==> src/rtl/hop_key_conditioner.sv <==
// hop_key_conditioner: synchronises and debounces two hop keys into one-cycle hop pulses.
// Optional auto-repeat while a key is held is enabled by defining HOP_REPEAT_EN.
module hop_key_conditioner #(
  parameter int DEBOUNCE_CYCLES = 500000,
  parameter int REPEAT_CYCLES   = 12500000
) (
  input  logic CLOCK_50,
  input  logic resetn,
  input  logic key_fwd_n,
  input  logic key_back_n,
  output logic hop_fwd,
  output logic hop_back,
  output logic key_busy
);
  localparam int CW = $clog2(DEBOUNCE_CYCLES + 1);
  localparam logic [CW-1:0] DB_LAST = CW'(DEBOUNCE_CYCLES - 1);
  typedef enum logic [1:0] {IDLE, FWD_HELD, BACK_HELD, LOCKOUT} state_t;
  state_t state_q, state_d;
  logic [1:0] s1_q, s2_q, stable_q, stable_d;
  logic [CW-1:0] cnt_q [2];
  logic [CW-1:0] cnt_d [2];
  logic fwd_q, back_q, fwd_d, back_d, fp, bp, rpt_fire;
  // bit 0 is the forward key, bit 1 the backward key
  always_comb begin
    stable_d = stable_q;
    for (int k = 0; k < 2; k++) begin
      cnt_d[k] = '0;
      if (s2_q[k] != stable_q[k]) begin
        if (cnt_q[k] == DB_LAST) stable_d[k] = ~stable_q[k];
        else cnt_d[k] = cnt_q[k] + 1'b1;
      end
    end
  end
  assign fp = ~stable_q[0];
  assign bp = ~stable_q[1];
  always_comb begin
    state_d = state_q;
    case (state_q)
      IDLE:      state_d = (fp && bp) ? LOCKOUT : fp ? FWD_HELD : bp ? BACK_HELD : IDLE;
      FWD_HELD:  state_d = bp ? LOCKOUT : fp ? FWD_HELD : IDLE;
      BACK_HELD: state_d = fp ? LOCKOUT : bp ? BACK_HELD : IDLE;
      default:   state_d = (fp || bp) ? LOCKOUT : IDLE;
    endcase
  end
  assign fwd_d  = (state_q == IDLE && state_d == FWD_HELD) || (rpt_fire && state_q == FWD_HELD);
  assign back_d = (state_q == IDLE && state_d == BACK_HELD) || (rpt_fire && state_q == BACK_HELD);
  always_ff @(posedge CLOCK_50 or negedge resetn) begin
    if (!resetn) begin
      s1_q     <= '1;
      s2_q     <= '1;
      stable_q <= '1;
      cnt_q    <= '{default: '0};
      state_q  <= IDLE;
      fwd_q    <= 1'b0;
      back_q   <= 1'b0;
    end else begin
      s1_q     <= {key_back_n, key_fwd_n};
      s2_q     <= s1_q;
      stable_q <= stable_d;
      cnt_q    <= cnt_d;
      state_q  <= state_d;
      fwd_q    <= fwd_d;
      back_q   <= back_d;
    end
  end
`ifdef HOP_REPEAT_EN
  localparam int RW = $clog2(REPEAT_CYCLES + 1);
  localparam logic [RW-1:0] RPT_LAST = RW'(REPEAT_CYCLES - 1);
  logic [RW-1:0] rpt_q;
  logic held;
  // counts only while staying in a held state, so entry and exit both restart it
  assign held     = (state_q == FWD_HELD || state_q == BACK_HELD) && state_d == state_q;
  assign rpt_fire = held && rpt_q == RPT_LAST;
  always_ff @(posedge CLOCK_50 or negedge resetn) begin
    if (!resetn) rpt_q <= '0;
    else rpt_q <= (held && !rpt_fire) ? rpt_q + 1'b1 : '0;
  end
`else
  logic unused_repeat;
  assign unused_repeat = ^REPEAT_CYCLES;
  assign rpt_fire = 1'b0;
`endif
  assign hop_fwd  = fwd_q;
  assign hop_back = back_q;
  assign key_busy = state_q != IDLE;
endmodule

==> config.mk <==
export PLATFORM = sky130hd
export DESIGN_NAME = hop_key_conditioner
export DESIGN_NICKNAME = d
export VERILOG_FILES = /design/src/rtl/hop_key_conditioner.sv
export SDC_FILE = /design/constraint.sdc
export NUM_CORES = 1
export LEC_CHECK = 0
export CELL_PAD_IN_SITES_DETAIL_PLACEMENT = 2
export CELL_PAD_IN_SITES_GLOBAL_PLACEMENT = 2
export CORE_UTILIZATION = 42
export CTS_BUF_LIST = sky130_fd_sc_hd__clkbuf_8
export DETAILED_ROUTE_END_ITERATION = 6
export PLACE_DENSITY = 0.9
export SLEW_MARGIN = 15
export SYNTH_ARGS = -nofsm -noshare
export SYNTH_HDL_FRONTEND = slang
export SYNTH_SLANG_ARGS = --single-unit
==> constraint.sdc <==
create_clock -name CLOCK_50 -period 2.3 [get_ports CLOCK_50]
set_input_delay 0.345 -clock CLOCK_50 [delete_from_list [all_inputs] [get_ports CLOCK_50]]
set_output_delay 0.345 -clock CLOCK_50 [all_outputs]
set_load 0.05 [all_outputs]
==> flow_results.org, run 1 <==
** Placed design
- The wire-length estimate of the detail-placed layout is 4.25 mm.
- During placement, the flow inserted port buffers numbering 6.
- The congestion estimate from routability-driven global placement came to 0.769.

** Setup path
- The worst setup path is launched from a register.
- Top cell family by delay on the critical path :: simple AND/OR/NAND/NOR gates
- Endpoint kind of the worst setup timing path :: register
- Walking the worst path, the cells encountered are ha_1 > nand4_4 > or4_1 > or3_1 > a21oi_1.
- Data arrives at the worst endpoint at 2.33 ns.
- The worst setup path is of the reg2reg kind.
- Counting both buffers and inverters, the worst setup path holds a total of 0.
- Slowest stage cell on the critical path :: sky130_fd_sc_hd__or4_1
- Required time worst endpoint :: 2.54 ns
- CP peak stage delay :: 0.57 ns
- Maximum fanout count along the critical path :: 7

** Synth
- Ys Warns :: 0
- By area, the combinational part of the netlist is dominated by simple AND/OR/NAND/NOR gates.
- The biggest area contributor in the post-synthesis netlist is sky130_fd_sc_hd__dfrtp_1.
- Proportion of synthesized flip-flops having asynchronous set or reset :: 1.00
- Post-synthesis instance area :: 0.00230 mm^2
- In the synthesized netlist the dominant register cell turns out to be sky130_fd_sc_hd__dfrtp_1.
- Of the total synthesized cell area, the portion taken by XOR and XNOR cells is 0.122.
- Synthesis produced a netlist with a net count of 222.
- A synthesized cell averages 10.6 um^2.
- Share of the synthesized area in compound gates (AO/OA/AOI/OAI) :: 0.0457
- In this run, distinct cell masters in the synthesized netlist total 29.
- Ranked by total cell area, the synthesized netlist is headed by sky130_fd_sc_hd__dfrtp_1 (46%), sky130_fd_sc_hd__xnor2_1 (7.6%), sky130_fd_sc_hd__dfstp_2 (6.9%).
- Number of flops mapped to enable cells by yosys :: 0
- Sequential cell area fraction in the yosys report :: 0.526
- Of the post-synthesis cell area, the part taken by muxes is 0.00980.
- Share of the synthesized area in the top cell type :: 0.457
- Fraction of the mapped netlist area in simple logic gates :: 0.270
- Synthesis inferred 48 register bits.
- Fraction of the mapped netlist area in adder cells :: 0.0109
- Gate count after technology mapping :: 216

** Floorplanning
- The die is 76.0 um wide.
- Row generation in the floorplan step produced 26 rows.
- The die is 76.0 um tall.
- The die covers 0.00577 mm^2.
- The initial utilization of the core area, before any placement, comes to 0.444.
- Number of top-level pins :: 7
- The core region is 0.00517 mm^2.

** STA
- Final period demand of the worst path :: 2.09 ns
- Across the routed clock network, the largest skew measured is 0.00772 ns.
- Final critical-path share of the clock period :: 0.909
- RSZ-0062 raised after global routing :: false
- In this run the tightest slew margin relative to its limit is 0.527.
- The final count of hold timing violations came to 0.
- Slew at the pin closest to its max-slew limit :: 0.709 ns
- Final hold analysis gives a worst-case slack of 0.0733 ns.
- For this run, the top clock speed supported by timing is 478 MHz.
- Total of endpoints with negative setup slack in the final report :: 0
- For the final routed database, the setup TNS stands at 0 ns.
- The max-slew violation total from the final report is 0.

** Global route
- The initial antenna violation count was 0.
- Via count of the first global-routing pass :: 1,960
- Gr usage total :: 0.255
- Total congestion overflow after global routing :: 0
- Entering global routing, the biggest net connects 31 pins.
- The first global-routing pass estimated 11.2 mm of wire.

** Cells and area
- The number of antenna diodes in the final layout is 0.
- Fill cells in the final layout number 523.
- Area growth, synth to finish :: 12.6%
- Of the cells placed in the final design, the portion with a size suffix greater than 1 is 0.132.
- The library cell used most frequently in the layout, excluding fill and tap cells, is sky130_fd_sc_hd__dfrtp_1.
- The library cells used most frequently in the layout, excluding fill and tap cells, are sky130_fd_sc_hd__dfrtp_1 (42), sky130_fd_sc_hd__nor2_1 (37), sky130_fd_sc_hd__xnor2_1 (20).
- After the last flow step, the layout net total stands at 239.

** Clocking
- After clock tree synthesis, the setup repair step added 0 buffers.
- TritonCTS buffer count :: 5
- In this run, post-CTS hold repair placed 0 buffers.
- Once the clock tree was built, the resizer swapped 0 gates to a different size.
- The clock passes through at most 2 buffers.
- Clock slew at the register clock pins of the worst setup and hold paths :: 0.10 ns
- TritonCTS clock tree :: done
- CTS H-Tree Depth :: 2
- For this design, the sink count on the clock tree is 48.
- The tree is rooted in a sky130_fd_sc_hd__clkbuf_8.
- At the later pin of the worst-skew pair, clock insertion delay measures 0.32 ns.

** Route
- Total length of routed wires :: 6.88 mm
- In this run, the number of DRC markers left after iteration 0 of detailed routing was 105.
- After detailed routing, the average wire length per cell comes to 22.6 um.
- Iteration count of the initial detailed-routing pass :: 4
- Routed vias/inst :: 5.71
- For this run, design rule violations remaining after detail routing come to 0.
- The detail route stage leaves a number of antenna-violating nets equal to 0.
- Via count :: 1,735

** Run status
- The flow ran to the end, and the final reports show no timing, DRC or antenna violations.

** Power and ir drop
- Power density cells :: 611 mW/mm^2
- For this design the static power due to leakage is 0.00106 uW.
- Overall power consumption after layout is estimated at 1580 uW.
- VDD sags by at most 0.345 mV.

** Job
- Number of maximum-capacitance violations :: 0

** Hold path
- The min-delay analysis places its worst path in the category in2async.
==> worst reg2reg max path, delay by kind of cell, from the launching register on <==
kind,cells,cell delay (ns)
AND/OR/NAND/NOR,3,1.09
flip-flops,1,0.45
adder cells (fa/ha/maj),1,0.33
AO/OA/AOI/OAI,1,0.15
==> flip-flops by register name, indices dropped and copies added, names as in the netlist <==
register and flops:
cnt_q 38, s1_q 2, s2_q 2, stable_q 2
state_q 2, hop_back 1, hop_fwd 1
==> cell type report <==
class                           count  area, um^2  area share
Clock inverter                      3        42.5      0.0164
Clock buffer                        5        68.8      0.0266
Tap cell                           70        87.6      0.0338
Multi-Input combinational cell    159        1050       0.407
Timing Repair Buffer               12         100      0.0387
Sequential cell                    48        1210       0.467
Inverter                            7        26.3      0.0102
==> Yosys cell counts, types with 4 or more instances <==
cell and instances:
sky130_fd_sc_hd__o21ai_0 6, sky130_fd_sc_hd__dfstp_2 6, sky130_fd_sc_hd__nor2_1 37, sky130_fd_sc_hd__or4_1 5, sky130_fd_sc_hd__inv_1 7, sky130_fd_sc_hd__nand2_1 15
sky130_fd_sc_hd__nand4_1 6, sky130_fd_sc_hd__nor4_1 11, sky130_fd_sc_hd__nand3_1 12, sky130_fd_sc_hd__nor3_1 8, sky130_fd_sc_hd__xor2_1 12, sky130_fd_sc_hd__xnor2_1 20
sky130_fd_sc_hd__a21oi_1 4, sky130_fd_sc_hd__dfrtp_1 42
==> layer usage <==
metal,global-route usage,share of wire,wire (um)
met1,0.333,0.46,3180
met2,0.440,0.51,3500
met3,0.0287,0.014,93
met4,0.0846,0.016,108
met5,0,0,0
==> power by group <==
part / switching [uW] / internal [uW]
Combinational: 46.6 / 23.1
Sequential: 16.6 / 858
Clock: 315 / 322
Total: 378 / 1200
==> logic make-up (layout without fill, tap and decap cells) <==
group                      Yosys count  in the layout
buffers and inverters                9             27
adders and majority gates            2              2
xor gates and xnor gates            32             32
muxes                                2              2
and+or+nand+nor                    111            111
DFF                                 48             48
AOI/OAI and AO/OA                   12             12
==> path summary, 6_finish.rpt <==
| check | start | endpoint | slack (ns) | cells past startpoint |
|---|---|---|---|---|
| setup / recovery | cnt_q[0] | cnt_q[18] | 0.21 | 5 |
| hold / removal | resetn | cnt_q[10] | 0.07 | 1 |
| setup reg to reg | cnt_q[0] | cnt_q[18] | 0.21 | 5 |
| hold reg to reg | s1_q[0] | s2_q[0] | 0.36 | 0 |
| max in group asynchronous | resetn | s1_q[1] | 1.52 | 2 |
| min in group CLOCK_50 | s1_q[0] | s2_q[0] | 0.36 | 0 |
==> through the flow <==
step                      utilization  cell area [um^2]  std cells  setup slack (ns)
after floorplan                     -              2300        216             0.455
after global placement          0.479              2480        296             0.390
after detailed placement        0.479              2480        296             0.252
after CTS                       0.500              2590        304             0.214
after global routing            0.500              2590        304             0.119
final                           0.500              2590        304             0.209
No activity file was read; power rests on OpenSTA's default activity.
==> inputs of run 2 (changes only) <==
Settings changed: CORE_MARGIN from default to 5.
==> run 2 against run 1 <==
  * Sequential power hardly changed
  * Flip-flop and latch count unchanged
  * Sequential share of layout area down 0.25 points
  * Via count unchanged
  * Critical path type unchanged
==> flow_results.org, run 2 (synthesized netlist as in run 1, its figures left out) <==
** Run status
- The flow ran to the end, and the final reports show no timing, DRC or antenna violations.

** Placed design
- The number of cells after detailed placement came to 298 (+0.68%).
- Final GP Congestion :: 0.797 (+3.7%)
- The area of placed instances is 0.00248 mm^2 (+0.10%).
- The detailed placement HPWL came to 4.39 mm (+3.3%).
- Count of input and output buffers :: 6 (unchanged)

** Route
- The via count was 1,735 (unchanged).
- The number of design-rule violations left by the first detailed-router iteration was 98 (-6.7%).
- Residual DRC count :: 0 (unchanged)
- Total length of routed wires :: 6.61 mm (-3.9%)
- The average vias per placed instance came to 5.67 (-0.65%).
- The count of TritonRoute iterations in the first routing pass is 4 (unchanged).
- Wirelength per Cell :: 21.6 um (-4.5%)
- The post-route antenna net violation count was 0 (unchanged).

** Cells and area
- The library cell used most frequently in the layout, excluding fill and tap cells, is sky130_fd_sc_hd__dfrtp_1.
- Layout cell share with drive strength beyond 1 :: 0.141 (+0.00855)
- Area of all placed cells without fillers :: 0.00260 mm^2 (+0.53%)
- Antenna Diode Count :: 0 (unchanged)
- Area growth, synth to finish :: 13.2%
- Number of nets in the layout :: 239 (unchanged)
- Most flop-heavy register :: cnt_q
- Final cell count without fillers :: 306 (+0.66%)
- The flip-flop count of the largest register after layout came to 38 (unchanged).
- Commonest cells after routing, fill and taps aside :: sky130_fd_sc_hd__dfrtp_1 (42), sky130_fd_sc_hd__nor2_1 (37), sky130_fd_sc_hd__xnor2_1 (20)

** Clocking
- The number of buffers on the longest clock path came to 2 (unchanged).
- Post-CTS Setup Inserts :: 0 (unchanged)
- Sinks on the clock net :: 48 (unchanged)
- The clock latency reported for the late side of the worst-skew pair came to 0.32 ns (about the same).
- The number of H-tree levels is 2 (unchanged).
- The clock-pin slew on the worst setup and hold paths is 0.10 ns (about the same).
- The cell sitting at the root of the clock tree is a sky130_fd_sc_hd__clkbuf_8.
- TritonCTS built the clock tree.
- TritonCTS buffer count :: 5 (unchanged)

** Setup path
- CP peak stage delay :: 0.61 ns (+0.04 ns)
- Worst setup SP type :: register
- The critical path is of the reg2reg type.
- Maximum fanout count along the critical path :: 7 (unchanged)
- Required time worst endpoint :: 2.51 ns (-0.03 ns)
- Top cell family by delay on the critical path :: simple AND/OR/NAND/NOR gates
- The number of buffers and inverters on the critical path is 0 (unchanged).
- Reg2reg setup slack :: 0.14 ns (-0.07 ns)
- Walking the worst path, the cells encountered are ha_2 > nand4_4 > or4_1 > or3_1 > a21oi_2.
- Endpoint kind of the worst setup timing path :: register
- The data arrival at the endpoint of the critical path came to 2.38 ns (+0.05 ns).
- On the critical path, the stage with the largest delay is an instance of sky130_fd_sc_hd__or4_1.

** Floorplanning
- Starting Density :: 0.425 (-0.0191)
- The boundary pin count is 7 (unchanged).
- Height of the die :: 84.0 um (+11%)
- The area inside the core boundary was 0.00541 mm^2 (+4.5%).
- DIE WIDTH :: 84.0 um (+11%)
- Area enclosed by the die boundary :: 0.00705 mm^2 (+22%)
- Row count :: 27 (+3.8%)

** Power and ir drop
- The areal power density over the cells came to 609 mW/mm^2 (-0.37%).
- The worst-case vdd ir drop is 0.418 mV (+21%).
- The static leakage power is 0.00106 uW (+0.18%).

** Global route
- The total global routing track utilization came to 0.208 (-0.0468).
- Initial antenna violation count :: 0 (unchanged)
- The first-pass GRT wire length was 11.3 mm (+1.5%).
- Pin count of the biggest net entering global routing :: 27 (-13%)
- The global route total overflow came to 0 (unchanged).
- Via count of the first global-routing pass :: 2,077 (+6.0%)

** STA
- The total setup violations reported at the end of the flow is 0 (unchanged).
- The headroom to the max-slew limit was 0.629 (+0.102).
- Final critical-path share of the clock period :: 0.941 (+0.0315)
- The worst clock skew was 0.0215 ns (+0.0138 ns).
- RSZ-0062 raised after global routing :: false
- Post-Route Setup TNS :: 0 ns (unchanged)
- Final hold viol count :: 0 (unchanged)
- Final period demand of the worst path :: 2.16 ns (+0.0725 ns)
- The maximum clock frequency came to 462 MHz (-3.3%).
- The slew at the pin with the worst max-slew slack was 0.557 ns (-0.153 ns).
- The max-slew violation total from the final report came to 0 (unchanged).

** Job
- The max-cap check violation count is 0 (unchanged).

** Hold path
- Path type of the worst min-delay path :: in2async
-- run 2: worst paths after layout --
check,from,to,depth (start not counted)
setup / recovery,cnt_q[0],cnt_q[18],5
hold / removal,resetn,state_q[0],1
setup reg to reg,cnt_q[0],cnt_q[18],5
hold reg to reg,s1_q[1],s2_q[1],0
max in group asynchronous,resetn,cnt_q[27],2
min in group CLOCK_50,s1_q[1],s2_q[1],0
-- run 2: worst register-to-register path: stages, from the launching register on --
cell                      delay [ns]
sky130_fd_sc_hd__dfrtp_1        0.43
sky130_fd_sc_hd__ha_2           0.28
sky130_fd_sc_hd__nand4_4        0.18
sky130_fd_sc_hd__or4_1          0.61
sky130_fd_sc_hd__or3_1          0.37
sky130_fd_sc_hd__a21oi_2        0.22
-- run 2: layout make-up --
cell class	instances	area, um^2
Sequential cell	48	1210
Fill cell	581	2800
Tap cell	72	90.1
Clock inverter	3	47.5
Multi-Input combinational cell	159	1060
Clock buffer	5	68.8
Inverter	7	26.3
Timing Repair Buffer	12	100
-- run 2: routing by layer --
metal	GRT usage	wire, um	vias up
met5	0	0	-
met4	0.0863	226	0
met3	0.0355	136	18
met2	0.378	3490	19
met1	0.238	2760	907
li1	-	-	791
-- run 2: what timing repair did --
| item | 4_1_cts | 5_1_grt |
|---|---|---|
| resized for setup | 0 | 2 |
| endpoints found under the setup margin | 0 | 1 |
| hold buffers | 0 | 0 |
-- run 2: stage by stage --
step	util	hold slack, ns	power [uW]	setup slack, ns
detailed placement	0.459	0.350	958	0.0883
CTS	0.480	0.0166	1600	0.00445
global placement	0.459	0.346	951	0.389
global route	0.481	0.0397	1660	0.0552
finish	0.481	0.00797	1580	0.137
floorplan	-	0.0494	915	0.455
-- run 2: power by group --
part / switching, uW / leakage [uW] / total, uW / internal [uW]
Combinational: 45.3 / 0.000370 / 69.2 / 23.9
Sequential: 16.6 / 0.000634 / 875 / 858
Clock: 312 / 0.0000583 / 640 / 328
==> inputs of run 3 (changes only) <==
Settings changed: GPL_ROUTABILITY_DRIVEN from default to 0.
==> results of run 3 <==
Same layout as run 2: the final DEF is identical, and so are final timing and power.
==> RTL edit 1: new RTL, flow settings as in run 1 <==
Build with the macro `HOP_REPEAT_EN` defined.
--- a/src/rtl/hop_key_conditioner.sv
+++ b/src/rtl/hop_key_conditioner.sv
@@ -2,2 +2,4 @@
 // Optional auto-repeat while a key is held is enabled by defining HOP_REPEAT_EN.
+`define HOP_REPEAT_EN
+
 module hop_key_conditioner #(
Check against the original RTL: no difference found for any inputs over 10 cycles, from zero or initial values and one cycle with resetn low; that may be too few to reach the edited logic, so the function may still have changed.
==> RTL edit 1 against run 1 <==
  * Combinational power increased by 10%
  * Wire length rose by 90%
  * Setup slack worse by 0.24 ns
  * Sequential share of layout area is 5.2 points lower
  * Via count grew 84%
  * First-iteration DRC count is 22% higher
  * Final cell count is 71% higher
  * Global-route usage is 2.0 points higher
  * Power up 61%
  * Clock power grew 84%
  * Critical path type unchanged
  * Sequential cell count up 24
  * The run now ends with hold timing, setup timing left
  * Design area rose by 69%
  * Synthesized area rose by 63%
==> RTL edit 1: results (changes against run 1) <==
| Metric | Value |
|---|---|
| Status | finished, violations left (was complete, no violations) |
| Failing checks | hold timing, setup timing |
| Slowest-stage cell, CP | or4_4 (was or4_1) |
| Final #Nets | 419 (was 239) |
| Synth area leaders | dfrtp_1, xnor2_1, dfstp_2 (unchanged) |
| Grt met3 use | 4.07% (was 2.87%) |
| VDD IR max | 316 uV (was 345 uV) |
| H-tree levels | 3 (was 2) |
| Post-synth top cells | dfrtp_1, nor2_1, xnor2_1, nand2_1, inv_1 (was dfrtp_1, nor2_1, xnor2_1, nand2_1) |
| CP endpoint | rpt_q[22]$_DFF_PN0_ (was cnt_q[18]$_DFF_PN0_) |
| Clk_lat worst skew | 0.37 ns (was 0.32 ns) |
| Register-to-Register Path Depth | 6 (was 5) |
| Critical path peak fanout | 10 (was 7) |
| Vias per cell | 6.13 (was 5.71) |
| Synth unique cells | 43 (was 29) |
| CP max stage delay | 0.63 ns (was 0.57 ns) |
| Worst Hold Margin | -0.00994 ns (was 0.0733 ns) |
| Cell leakage power | 1.60 nW (was 1.06 nW) |
| Total track usage | 27.5% (was 25.5%) |
| Routability cong. | 0.782 (was 0.769) |
| Share of cells above drive strength 1 | 18.6% (was 13.2%) |
| Data arrival time of the critical path | 2.55 ns (was 2.33 ns) |
| Post-DP HPWL | 7560 um (was 4250 um) |
| Cell count after synthesis | 379 (was 216) |
| Placed Cells | 502 (was 296) |
| Largest net degree at the start of global routing | 47 (was 31) |
| Reg2reg start | rpt_q[0]$_DFF_PN0_ (was cnt_q[0]$_DFF_PN0_) |
| Layout Cells excl Fill | 521 (was 304) |
| Sequential element share of the synthesized area | 48.2% (was 52.6%) |
| First-pass GRT wire length | 18900 um (was 11200 um) |
| Clock skew | 0.0190 ns (was 0.00772 ns) |
| Syn nets | 390 (was 222) |
| Hold Fails Final Rpt | 4 (was 0) |
| Vias in the first global route | 3538 (was 1960) |
| Worst Tran Pin Value | 0.652 ns (was 0.709 ns) |
| Final Worst Setup Slack | -0.0338 ns (was 0.209 ns) |
| Number of DRC markers in iteration 0 | 128 (was 105) |
| Final number of setup-violating endpoints | 2 (was 0) |
| CTS Buf Count | 9 (was 5) |
## RTL edit 1: cells by family (layout without fill, tap and decap cells)
group	Yosys count	after routing	synth area share [%]
compound gates	51	51	9.86
flops	72	72	48.2
buf+inv	32	66	3.60
simple gates	175	175	26.0
mux	3	3	0.899
xor+xnor	39	39	9.09
fa+ha+maj	7	7	2.33
## RTL edit 1: power by group
group          switching, mW  internal (mW)
sequential            0.0140           1.28
combinational         0.0542         0.0227
clock                  0.537          0.638
total                  0.605           1.94
## RTL edit 1: per-layer routing
metal,share of wire (%),wire length [um]
met1,41,5380
met2,53,6970
met3,2.5,320
met4,2.9,374
met5,0,0
## RTL edit 1: repair_timing
item | CTS | global route
endpoints found under the setup margin | 23 | 22
resized for setup | 3 | 10
cloned | 0 | 0
pin swaps | 0 | 1
hold buffers | 0 | 0
buffers inserted | 0 | 3
## RTL edit 1: through the flow
step	total power, mW	setup WS, ns	instance area [um2]
3_5_place_dp	1.39	-0.108	4070
3_3_place_gp	1.39	0.134	4070
4_1_cts	2.54	0.0303	4300
5_1_grt	2.61	-0.0779	4360
2_1_floorplan	1.34	0.140	3760
6_report	2.55	-0.0338	4360
## RTL edit 1: cell type report
cell class	instances	area, um2
clock buffer	10	138
clock inverter	6	82.6
fill	913	4310
inverter	20	75.1
multi-input combinational	275	1860
sequential	72	1810
tap	108	135
timing repair buffer	30	260
## RTL edit 1: worst reg2reg max path, stage by stage, from the launching register on
cell	delay, ns
dfrtp_1	0.43
ha_2	0.26
nand4_1	0.16
or4_4	0.63
buf_4	0.19
o31ai_1	0.39
a211oi_2	0.14
==> RTL edit 2: new RTL, settings of run 1 <==
Without the edit above. The 4 states of `state_t` get a Gray code encoding in 2 bits.
--- a/src/rtl/hop_key_conditioner.sv
+++ b/src/rtl/hop_key_conditioner.sv
@@ -16,3 +16,3 @@
   localparam logic [CW-1:0] DB_LAST = CW'(DEBOUNCE_CYCLES - 1);
-  typedef enum logic [1:0] {IDLE, FWD_HELD, BACK_HELD, LOCKOUT} state_t;
+  typedef enum logic [1:0] {IDLE = 2'b00, FWD_HELD = 2'b01, BACK_HELD = 2'b11, LOCKOUT = 2'b10} state_t;
   state_t state_q, state_d;
Behaviour: same outputs for any inputs over 10 cycles, from zero or initial values and one cycle with resetn low; not proved beyond that.
==> RTL edit 2 against run 1 <==
  * Setup slack improved by 0.0020 ns
  * Power fell by 3.0%
  * Clock skew fell by 0.0014 ns
  * Sequential cell count did not move
  * Synthesized area rose by 0.27%
  * Wire length fell by 9.4%
  * Design area barely moved
  * Synthesized cell count rose by 6.9%
  * Largest cell class unchanged
  * Largest power group unchanged
==> RTL edit 2: results (changes against run 1) <==
| Metric | Value |
|---|---|
| Critical path peak fanout | 6 (was 7) |
| Slowest-stage cell, CP | clkdlybuf4s50_1 (was or4_1) |
| Post-synth top cells | dfrtp_1, nor2_1, nand2_1, a21oi_1, xnor2_1 (was dfrtp_1, nor2_1, xnor2_1, nand2_1) |
| Reg-to-reg slack, setup | 0.25 ns (was 0.21 ns) |
| Clk_lat worst skew | 0.30 ns (was 0.32 ns) |
| GR Util met2 | 39.3% (was 44.0%) |
| Routability cong. | 0.791 (was 0.769) |
| Share of cells above drive strength 1 | 10.1% (was 13.2%) |
| WL/cell | 19.7 um (was 22.6 um) |
| Met3 Routed Length | 85 um (was 93 um) |
| Buf/Inv on CP | 1 (was 0) |
| CP max stage delay | 0.70 ns (was 0.57 ns) |
| Post-DP HPWL | 4290 um (was 4250 um) |
| Sequential element share of the synthesized area | 52.4% (was 52.6%) |
| Worst rel slew slack | 66.8% (was 52.7%) |
| Layout Cells excl Fill | 317 (was 304) |
| Final #Nets | 256 (was 239) |
| Placed Cells | 308 (was 296) |
| Total track usage | 23.9% (was 25.5%) |
| Largest net degree at the start of global routing | 20 (was 31) |
| Hold_buf cts | 1 (was 0) |
| Met1 Use GR | 32.4% (was 33.3%) |
| Vias per cell | 5.67 (was 5.71) |
| Cell count after synthesis | 231 (was 216) |
| Synth unique cells | 30 (was 29) |
| Filler cells | 556 (was 523) |
| Wire length on met1 | 2940 um (was 3180 um) |
| Worst hold path type | flip-flop to flip-flop (was input pin to asynchronous set/reset pin) |
| Data arrival time of the critical path | 1.74 ns (was 2.33 ns) |
| Status | complete, no violations (unchanged) |
| Grt met3 use | 3.11% (was 2.87%) |
| Syn nets | 241 (was 222) |
| Synth area leaders | dfrtp_1, dfstp_2, nor2_1 (was dfrtp_1, xnor2_1, dfstp_2) |
| Cell leakage power | 1.04 nW (was 1.06 nW) |
| Met2 Routed Length | 3100 um (was 3500 um) |
| VDD IR max | 327 uV (was 345 uV) |
| CP endpoint | key_busy (was cnt_q[18]$_DFF_PN0_) |
-- RTL edit 2: cell types whose count changed after synthesis, moves of 5 or more --
| cell | change |
|---|---|
| a21oi_1 | +10 |
| nor4_1 | -7 |
| o31ai_1 | +5 |
| or3_1 | +8 |
| xnor2_1 | -6 |
-- RTL edit 2: power breakdown --
group / leakage [nW] / total (mW) / internal [mW] / switching (mW)
clock network: 0.0593 / 0.599 / 0.319 / 0.280
registers: 0.639 / 0.872 / 0.858 / 0.0136
logic: 0.339 / 0.0634 / 0.0213 / 0.0421
-- RTL edit 2: metrics by stage --
stage | worst slack [ns] | hold slack [ns] | instance area, um2 | utilization, % | power [mW]
floorplan | 0.381 | 0.0494 | 2300 | - | 0.908
global placement | 0.373 | 0.289 | 2470 | 47.5 | 0.944
detailed placement | 0.319 | 0.296 | 2470 | 47.5 | 0.951
CTS | 0.198 | 0.363 | 2590 | 49.8 | 1.55
global route | 0.155 | 0.368 | 2590 | 49.8 | 1.59
finish | 0.211 | 0.362 | 2590 | 49.8 | 1.53
-- RTL edit 2: area by class of cell --
type                            count  share of cell area, %
Clock buffer                        5                   2.66
Clock inverter                      3                   1.50
Inverter                            8                   1.16
Multi-Input combinational cell    170                   40.4
Sequential cell                    48                   46.7
Tap cell                           70                   3.38
Timing Repair Buffer               13                   4.25
-- RTL edit 2: cells by family (layout without fill, tap and decap cells) --
kind of cell	count (synthesis)	in the layout	share of synthesized area (%)
DFF	48	48	52.4
xor gates and xnor gates	24	24	9.12
buffers and inverters	13	29	2.17
muxes	3	3	1.41
AOI/OAI and AO/OA	29	29	6.84
adders and majority gates	6	6	3.26
and+or+nand+nor	108	108	24.8
